<file path="src/rtl/ucode_sequencer_if.sv">
// Fetch-side and ROM-side signals of the multiply microcode sequencer.
// master drives requests and ROM data; slave is the sequencer.
interface ucode_sequencer_if #(
  parameter int ADDR_W = 5
);
  logic              start;
  logic [6:0]        mul_opcode;
  logic [3:0]        mul_rd;
  logic [3:0]        mul_rs;
  logic [15:0]       mul_imm;
  logic              stall;
  logic              abort;
  logic [ADDR_W-1:0] rom_addr;
  logic [31:0]       rom_data;
  logic [31:0]       ucode_instruction;
  logic              ucode_valid;
  logic              ucode_flag;
  logic              ucode_done;
  logic              illegal_op;
  logic [15:0]       ucode_count;

  modport master (
    output start, mul_opcode, mul_rd, mul_rs, mul_imm, stall, abort, rom_data,
    input  rom_addr, ucode_instruction, ucode_valid, ucode_flag, ucode_done,
           illegal_op, ucode_count
  );

  modport slave (
    input  start, mul_opcode, mul_rd, mul_rs, mul_imm, stall, abort, rom_data,
    output rom_addr, ucode_instruction, ucode_valid, ucode_flag, ucode_done,
           illegal_op, ucode_count
  );
endinterface

</file>
<file path="src/rtl/ucode_sequencer.sv">
// Multiply microcode sequencer: first word 1 cycle after start, done pulse after LEN words; stall freezes RUN, abort cancels.
// Defining UCODE_PERF_EN builds the saturating issued-word counter driven on ucode_count.
module ucode_sequencer #(
  parameter int          ADDR_W  = 5,
  parameter int          ENTRY0  = 0,
  parameter int          LEN0    = 6,
  parameter int          ENTRY1  = 6,
  parameter int          LEN1    = 6,
  parameter int          ENTRY2  = 12,
  parameter int          LEN2    = 8,
  parameter int          ENTRY3  = 20,
  parameter int          LEN3    = 8,
  parameter logic [3:0]  RD_TAG  = 4'hE,
  parameter logic [3:0]  RS_TAG  = 4'hD,
  parameter logic [15:0] IMM_TAG = 16'hFFFF
) (
  input logic              clk,
  input logic              rst,
  ucode_sequencer_if.slave bus
);
  localparam int LEN_W = ADDR_W + 1;

  typedef enum logic [1:0] {IDLE, RUN, DONE} state_t;

  state_t            state, state_nxt;
  logic [ADDR_W-1:0] addr_q;
  logic [ADDR_W-1:0] sel_entry;
  logic [LEN_W-1:0]  sel_len;
  logic [LEN_W-1:0]  len_q;
  logic [LEN_W-1:0]  step_q;
  logic [3:0]        rd_q;
  logic [3:0]        rs_q;
  logic [15:0]       imm_q;
  logic              legal;
  logic              last_step;
  logic              illegal_q;
  logic              accept;

  always_comb begin
    legal     = 1'b1;
    sel_entry = '0;
    sel_len   = '0;
    case (bus.mul_opcode)
      7'b0010000: begin sel_entry = ADDR_W'(ENTRY0); sel_len = LEN_W'(LEN0); end
      7'b0011000: begin sel_entry = ADDR_W'(ENTRY1); sel_len = LEN_W'(LEN1); end
      7'b0110000: begin sel_entry = ADDR_W'(ENTRY2); sel_len = LEN_W'(LEN2); end
      7'b0111000: begin sel_entry = ADDR_W'(ENTRY3); sel_len = LEN_W'(LEN3); end
      default:    legal = 1'b0;
    endcase
  end

  assign accept    = (state == IDLE) && bus.start && legal;
  assign last_step = (step_q == (len_q - LEN_W'(1)));

  always_ff @(posedge clk or negedge rst) begin
    if (!rst) state <= IDLE;
    else      state <= state_nxt;
  end

  always_comb begin
    state_nxt = state;
    case (state)
      IDLE:    if (accept) state_nxt = RUN;
      RUN: begin
        if (bus.abort)                       state_nxt = IDLE;
        else if (!bus.stall && last_step)    state_nxt = DONE;
      end
      DONE:    state_nxt = IDLE;
      default: state_nxt = IDLE;
    endcase
  end

  // Tagged operand fields are replaced independently; opcode bits and bit 16 always pass through.
  always_comb begin
    bus.ucode_valid       = 1'b0;
    bus.ucode_flag        = 1'b0;
    bus.ucode_done        = 1'b0;
    bus.ucode_instruction = '0;
    case (state)
      RUN: begin
        bus.ucode_valid       = 1'b1;
        bus.ucode_flag        = 1'b1;
        bus.ucode_instruction = bus.rom_data;
        if (bus.rom_data[24:21] == RD_TAG)  bus.ucode_instruction[24:21] = rd_q;
        if (bus.rom_data[20:17] == RS_TAG)  bus.ucode_instruction[20:17] = rs_q;
        if (bus.rom_data[15:0]  == IMM_TAG) bus.ucode_instruction[15:0]  = imm_q;
      end
      DONE: begin
        bus.ucode_flag = 1'b1;
        bus.ucode_done = !bus.abort;
      end
      default: ;
    endcase
  end

  always_ff @(posedge clk or negedge rst) begin
    if (!rst) begin
      addr_q    <= '0;
      len_q     <= '0;
      step_q    <= '0;
      rd_q      <= '0;
      rs_q      <= '0;
      imm_q     <= '0;
      illegal_q <= 1'b0;
    end else begin
      illegal_q <= (state == IDLE) && bus.start && !legal;
      if (accept) begin
        addr_q <= sel_entry;
        len_q  <= sel_len;
        step_q <= '0;
        rd_q   <= bus.mul_rd;
        rs_q   <= bus.mul_rs;
        imm_q  <= bus.mul_imm;
      end else if ((state == RUN) && !bus.abort && !bus.stall && !last_step) begin
        addr_q <= addr_q + ADDR_W'(1);
        step_q <= step_q + LEN_W'(1);
      end
    end
  end

  assign bus.rom_addr   = addr_q;
  assign bus.illegal_op = illegal_q;

`ifdef UCODE_PERF_EN
  logic [15:0] count_q;

  always_ff @(posedge clk or negedge rst) begin
    if (!rst)
      count_q <= '0;
    else if ((state == RUN) && !bus.stall && !bus.abort && (count_q != 16'hFFFF))
      count_q <= count_q + 16'd1;
  end

  assign bus.ucode_count = count_q;
`else
  assign bus.ucode_count = 16'h0000;
`endif
endmodule

</file>
<file path="src/flat_wrapper.sv">
// flat-port wrapper written by rule: the top's interface ports become plain ports
module ucode_sequencer_flat 
#(
  parameter int          ADDR_W  = 5,
  parameter int          ENTRY0  = 0,
  parameter int          LEN0    = 6,
  parameter int          ENTRY1  = 6,
  parameter int          LEN1    = 6,
  parameter int          ENTRY2  = 12,
  parameter int          LEN2    = 8,
  parameter int          ENTRY3  = 20,
  parameter int          LEN3    = 8,
  parameter logic [3:0]  RD_TAG  = 4'hE,
  parameter logic [3:0]  RS_TAG  = 4'hD,
  parameter logic [15:0] IMM_TAG = 16'hFFFF
)
  (clk, rst, bus_start, bus_mul_opcode, bus_mul_rd, bus_mul_rs, bus_mul_imm, bus_stall, bus_abort, bus_rom_data, bus_rom_addr, bus_ucode_instruction, bus_ucode_valid, bus_ucode_flag, bus_ucode_done, bus_illegal_op, bus_ucode_count);
  ucode_sequencer_if #(.ADDR_W(ADDR_W)) bus_i ();
  input logic clk;
  input logic rst;
  input wire logic [$bits(bus_i.start)-1:0] bus_start;
  input wire logic [$bits(bus_i.mul_opcode)-1:0] bus_mul_opcode;
  input wire logic [$bits(bus_i.mul_rd)-1:0] bus_mul_rd;
  input wire logic [$bits(bus_i.mul_rs)-1:0] bus_mul_rs;
  input wire logic [$bits(bus_i.mul_imm)-1:0] bus_mul_imm;
  input wire logic [$bits(bus_i.stall)-1:0] bus_stall;
  input wire logic [$bits(bus_i.abort)-1:0] bus_abort;
  input wire logic [$bits(bus_i.rom_data)-1:0] bus_rom_data;
  output wire logic [$bits(bus_i.rom_addr)-1:0] bus_rom_addr;
  output wire logic [$bits(bus_i.ucode_instruction)-1:0] bus_ucode_instruction;
  output wire logic [$bits(bus_i.ucode_valid)-1:0] bus_ucode_valid;
  output wire logic [$bits(bus_i.ucode_flag)-1:0] bus_ucode_flag;
  output wire logic [$bits(bus_i.ucode_done)-1:0] bus_ucode_done;
  output wire logic [$bits(bus_i.illegal_op)-1:0] bus_illegal_op;
  output wire logic [$bits(bus_i.ucode_count)-1:0] bus_ucode_count;
  assign bus_i.start = bus_start;
  assign bus_i.mul_opcode = bus_mul_opcode;
  assign bus_i.mul_rd = bus_mul_rd;
  assign bus_i.mul_rs = bus_mul_rs;
  assign bus_i.mul_imm = bus_mul_imm;
  assign bus_i.stall = bus_stall;
  assign bus_i.abort = bus_abort;
  assign bus_i.rom_data = bus_rom_data;
  assign bus_rom_addr = bus_i.rom_addr;
  assign bus_ucode_instruction = bus_i.ucode_instruction;
  assign bus_ucode_valid = bus_i.ucode_valid;
  assign bus_ucode_flag = bus_i.ucode_flag;
  assign bus_ucode_done = bus_i.ucode_done;
  assign bus_illegal_op = bus_i.illegal_op;
  assign bus_ucode_count = bus_i.ucode_count;
  ucode_sequencer #(.ADDR_W(ADDR_W), .ENTRY0(ENTRY0), .LEN0(LEN0), .ENTRY1(ENTRY1), .LEN1(LEN1), .ENTRY2(ENTRY2), .LEN2(LEN2), .ENTRY3(ENTRY3), .LEN3(LEN3), .RD_TAG(RD_TAG), .RS_TAG(RS_TAG), .IMM_TAG(IMM_TAG)) u_core (.clk(clk), .rst(rst), .bus(bus_i));
endmodule
</file>
<file path="config.mk">
export PLATFORM = sky130hd
export DESIGN_NAME = ucode_sequencer_flat
export DESIGN_NICKNAME = d
export VERILOG_FILES = /design/src/rtl/ucode_sequencer_if.sv /design/src/rtl/ucode_sequencer.sv /design/src/flat_wrapper.sv
export SDC_FILE = /design/constraint.sdc
export NUM_CORES = 1
export LEC_CHECK = 0
export ABC_CLOCK_PERIOD_IN_PS = 4700
export BUFFER_PORTS_ARGS = -buffer_cell sky130_fd_sc_hd__buf_2
export CAP_MARGIN = 20
export CORE_MARGIN = 1
export CORE_UTILIZATION = 35
export CTS_BUF_LIST = sky130_fd_sc_hd__clkbuf_16
export DETAILED_ROUTE_END_ITERATION = 6
export HOLD_SLACK_MARGIN = 0.15
export PLACE_DENSITY_LB_ADDON = 0.05
export SYNTH_ARGS = -nofsm -noshare
export SYNTH_HDL_FRONTEND = slang
export SYNTH_SLANG_ARGS = --single-unit
</file>
<file path="constraint.sdc">
create_clock -name clk -period 4.7 [get_ports clk]
set_input_delay 0.235 -clock clk [delete_from_list [all_inputs] [get_ports clk]]
set_output_delay 0.235 -clock clk [all_outputs]
set_load 0.02 [all_outputs]
</file>
Word level (Yosys, flattened, before mapping)
Cells that the tools add are included.
- output and inout bits: 57
- logic and storage cells: 59
- register bits: 44
- input bits: 68
- $add $sub $neg: 3
- eq/ne operators: 12
- multiplexer cells: 18
- reduce and logical (&&, ||, !) cells: 18
- operators by type and width (operator ; count):
    $mux W32 ; 1
    $eq A16 B16 Y1 const B ; 1
    $mux W16 ; 1
    $pmux W5 S3 ; 1
    $eq A7 B5 Y1 const B ; 2
    $eq A7 B6 Y1 const B ; 2
    $mux W6 ; 2
    $mux W5 ; 2
    $eq A4 B4 Y1 const B ; 2
    $mux W4 ; 2
    $pmux W4 S2 ; 1
    $logic_and A1 B1 Y1 ; 7
    $add A6 B1 Y6 const B ; 1
    $eq A6 B6 Y1 ; 1
    $mux W2 ; 3
    $reduce_or A2 Y1 ; 3
    $sub A6 B1 Y6 const B ; 1
    $add A5 B1 Y5 const B ; 1
    $logic_not A1 Y1 ; 4
    $mux W1 ; 4
    $pmux W2 S2 ; 1
    $reduce_or A4 Y1 ; 1
    $ne A3 B2 Y1 const B ; 1
    $eq A2 B1 Y1 const B ; 1
    other kinds (5) ; 5

Longest topological paths before layout
- depth in word-level cells: 6
- gate-level depth with buffers: 8
- depth with buffers taken out: 6

Worst setup path before layout
OpenSTA, ideal clock, no wires.
- kind: register to register
- from: register u_core.state[1]
- to: register u_core.step_q[4]
- path buffers: 2
- clock period less this slack: 2.232 ns
- required time: 4.623 ns
- cell stages (with the launch flop): 8
- setup slack: 2.468 ns
- arrival time: 2.154 ns
- setup time: 0.077 ns
- path through: dfrtp_1 > inv_1 > ha_1 > buf_2 > or3b_1 > buf_2 > or4_2 > a21oi_1
- word-level cells in the longest chain between the ends: 5
- elaborated cells on any way between the ends: 9
- classes of those cells: eq/ne: 1; mux: 1; reduce/logical: 7
- ends and longest elaborated chain (item ; line ; source):
    start, declared ; ucode_sequencer.sv:25 ; state_t state, state_nxt;
    start signal, assigned ; ucode_sequencer.sv:57 ; else state <= state_nxt;
    $eq A2 B1 Y1 ; ucode_sequencer.sv:114 ; end else if ((state == RUN) && !bus.abort && !bus.stall && !last_step) begin
    $logic_and A1 B1 Y1 (3 in a row) ; ucode_sequencer.sv:114 ;
    $reduce_bool A2 Y1 (no line) ; -- ;
    end signal, assigned ; ucode_sequencer.sv:116 ; step_q <= step_q + LEN_W'(1);
    end, declared ; ucode_sequencer.sv:30 ; logic [LEN_W-1:0] step_q;
Parallel ways exist; a longest one is shown, timed or not.
A chain may end at the register's enable or synchronous reset.

Final worst setup path
Same ends and word-level chain as after synthesis.

==> results.json <==
{
  "status": "finished clean",
  "power_per_cell_area_nw_per_um2": 488,
  "grt_max_degree": 41,
  "met2RoutedLength_mm": 2.64,
  "cts.repair_timing.setup_buffer_count": 0,
  "synthCells": 234,
  "arrival_ns": 2.68,
  "path_max_fanout": 36,
  "hold_path.class": "in2reg",
  "cts_resized": 0,
  "grt_setup_unrepaired": "false",
  "final_cell_mix": "buf_2 (108), dfrtp_1 (40), mux2_2 (24)",
  "finalPower_mw": 1.54,
  "yosysWarnings": 0,
  "dieArea_sq_um": 7340,
  "synth_edf_count": 0,
  "fin_crit_ns": 2.48,
  "wl_met1_mm": 2.50,
  "start_util": 0.361,
  "worstPathBufferInverterCount": 2,
  "postLayoutSetupSlackWorst_ns": 2.22,
  "crit_slowest_cell": "or4_2",
  "finalHoldViolations": 0,
  "yosysSeqAreaShare": 0.408,
  "worst_pin_slew_ns": 0.912,
  "placedCellCount": 427,
  "route.met3.wl_microns": 308,
  "die_h_microns": 85.7,
  "clk_latency_ns": 0.28,
  "finalMaxSlewViolations": 0,
  "wl_per_cell_microns": 12.7,
  "drtIter0Drc": 47,
  "hold_slack_ns": 0.164,
  "h-tree-depth": 2,
  "wl_mm": 5.53,
  "drv_cap": 0,
  "worst_setup_path_start_kind": "register",
  "diodes": 0,
  "cpPeakStageDelay_ns": 0.68,
  "vias": 2137,
  "min_from": "bus_mul_imm[14]",
  "cts_root_buffer": "clkbuf_16",
  "drc": 0,
  "cts_tree": "done",
  "cts_hold_buf": 1,
  "post-route-period-util": 0.528,
  "r2r_start": "u_core.state[1]$_DFFE_PN0P_",
  "syn_area_per_cell_sq_um": 10.5,
  "coreArea_sq_um": 6790,
  "cp_cell_sequence": "inv_1, ha_1, buf_4, or3b_1, or4_2, a21oi_1",
  "clk_pin_slew_ns": 0.06,
  "synth_seq_cells": 40,
  "max_slew_margin": 0.392,
  "drt.antenna.violating_nets": 0,
  "cts_made_buffers": 5,
  "fillCellCount": 665,
  "dp_hpwl_mm": 4.10,
  "grt_remaining_overflow": 0,
  "fin_tns_setup_ns": 0,
  "fmax_ghz": 0.403,
  "cp_data_required_time_ns": 4.90,
  "place.gp.congestion": 0.789,
  "end_kind": "register",
  "drive_above_1_share": 0.434,
  "grt_pass1_vias": 1965,
  "synthDistinctLibCells": 46,
  "skew_ns": 0.00457,
  "firstDrtPassIters": 4,
  "ir_drop_uv": 208,
  "p_leak_nw": 1.66,
  "fin_cells": 435,
  "ys_async_sr_fraction": 1.00,
  "synthFlopType": "dfrtp_1",
  "cts.path.max_buffers": 2,
  "grt_antenna_before_repair": 0,
  "nNetsFinal": 414,
  "rows": 30,
  "post-place-ws_ns": 2.22,
  "syn_area_sq_um": 2450,
  "setup-violations-final": 0,
  "r2r_slack_ns": 2.22,
  "hold_end": "u_core.imm_q[14]$_DFFE_PN0P_",
  "r2r_end": "u_core.step_q[4]$_DFFE_PN0P_",
  "boundaryPins": 125,
  "holdPathStages": 2,
  "layout-area-overhead-vs-synth_pct": 28.9,
  "critPathTopFamily": "simple AND/OR/NAND/NOR gates",
  "cts.sinks": 40,
  "r2r_cells": 6,
  "portBuffers": 108,
  "grt_first_pass_wirelength_mm": 9.05,
  "critical_path_class": "reg2reg",
  "top_layer": "met4",
  "grt_util_all_layers": 0.155,
  "die_w_microns": 85.7,
  "final_common_cell": "buf_2",
  "vias_per_cell": 4.91
}
[cell usage after synthesis (all sizes together), types with 2 or more instances]
library cell,n,area [sq um]
nor3,3,15.0
o211a,16,160
xnor2,2,17.5
or4,6,46.3
nor2b,6,37.5
a41oi,2,17.5
nand2,12,45.0
clkbuf,9,33.8
or3b,2,17.5
o311a,2,20.0
mux2i,2,20.0
mux2,25,282
a31oi,8,50.1
nand4,5,31.3
ha,7,87.6
or3,4,30.0
buf,19,138
o31ai,6,45.0
and2,8,50.1
dfrtp,40,1000
a21oi,9,45.0
inv,13,48.8
o21ai,5,25.0
nand3,6,30.0
[sequential cells by signal (all words and copies together) (netlist names)]
signal	flops
u_core.imm_q	16
u_core.step_q	6
u_core.bus.rom_addr	5
u_core.rd_q	4
u_core.rs_q	4
u_core.len_q	2
u_core.state	2
u_core.bus.illegal_op	1
[power breakdown]
part	leakage [nW]	total (mW)	internal, mW	switching [mW]
combinational	1.07	0.685	0.286	0.399
sequential	0.524	0.532	0.450	0.0819
clock	0.0657	0.325	0.193	0.132
[layer usage]
metal	GRT usage	vias up
li1	-	1046
met1	0.189	999
met2	0.277	82
met3	0.0356	10
met4	0.0409	0
met5	0	-
[worst max path at each step]
stage	depth (start not counted)	startpoint	endpoint	slack, ns
final	6	u_core.state[1]$_DFFE_PN0P_	u_core.step_q[4]$_DFFE_PN0P_	2.22
after global routing	6	u_core.state[1]$_DFFE_PN0P_	u_core.step_q[4]$_DFFE_PN0P_	2.06
after CTS	6	u_core.state[1]$_DFFE_PN0P_	u_core.step_q[4]$_DFFE_PN0P_	2.21
after detailed placement	6	u_core.state[1]$_DFFE_PN0P_	u_core.step_q[4]$_DFFE_PN0P_	2.22
after global placement	6	u_core.state[1]$_DFFE_PN0P_	u_core.step_q[4]$_DFFE_PN0P_	2.25
after floorplan	7	u_core.state[1]$_DFFE_PN0P_	u_core.step_q[4]$_DFFE_PN0P_	2.47
[layout make-up]
class	count	area (sq um)	area share
Tap cell	96	120	0.0380
Sequential cell	40	1000	0.317
Clock inverter	2	12.5	0.00396
Multi-Input combinational cell	168	1290	0.407
Clock buffer	5	125	0.0396
Timing Repair Buffer	111	566	0.179
Inverter	13	48.8	0.0154
[metrics by stage]
stage / utilization / instance area (sq um)
6_report: 0.465 / 3160
5_1_grt: 0.465 / 3160
4_1_cts: 0.465 / 3160
3_5_place_dp: 0.443 / 3010
3_3_place_gp: 0.443 / 3010
2_1_floorplan: - / 2510
[cell families after synthesis]
logic type | after synthesis | synth area share
buffers and inverters | 41 | 0.0898
multiplexers | 27 | 0.123
AND/OR/NAND/NOR | 60 | 0.150
XOR/XNOR | 2 | 0.00715
flip-flops | 40 | 0.408
adder cells (fa/ha/maj) | 7 | 0.0357
other | 1 | 0.00153
AO/OA/AOI/OAI | 56 | 0.184
[worst register-to-register path, stage by stage, from the launching register on]
cell and delay (ns):
dfrtp_1 0.39, inv_1 0.10, ha_1 0.14, buf_4 0.30, or3b_1 0.63, or4_2 0.68, a21oi_1 0.16
Power figures use the tool's default switching activity.
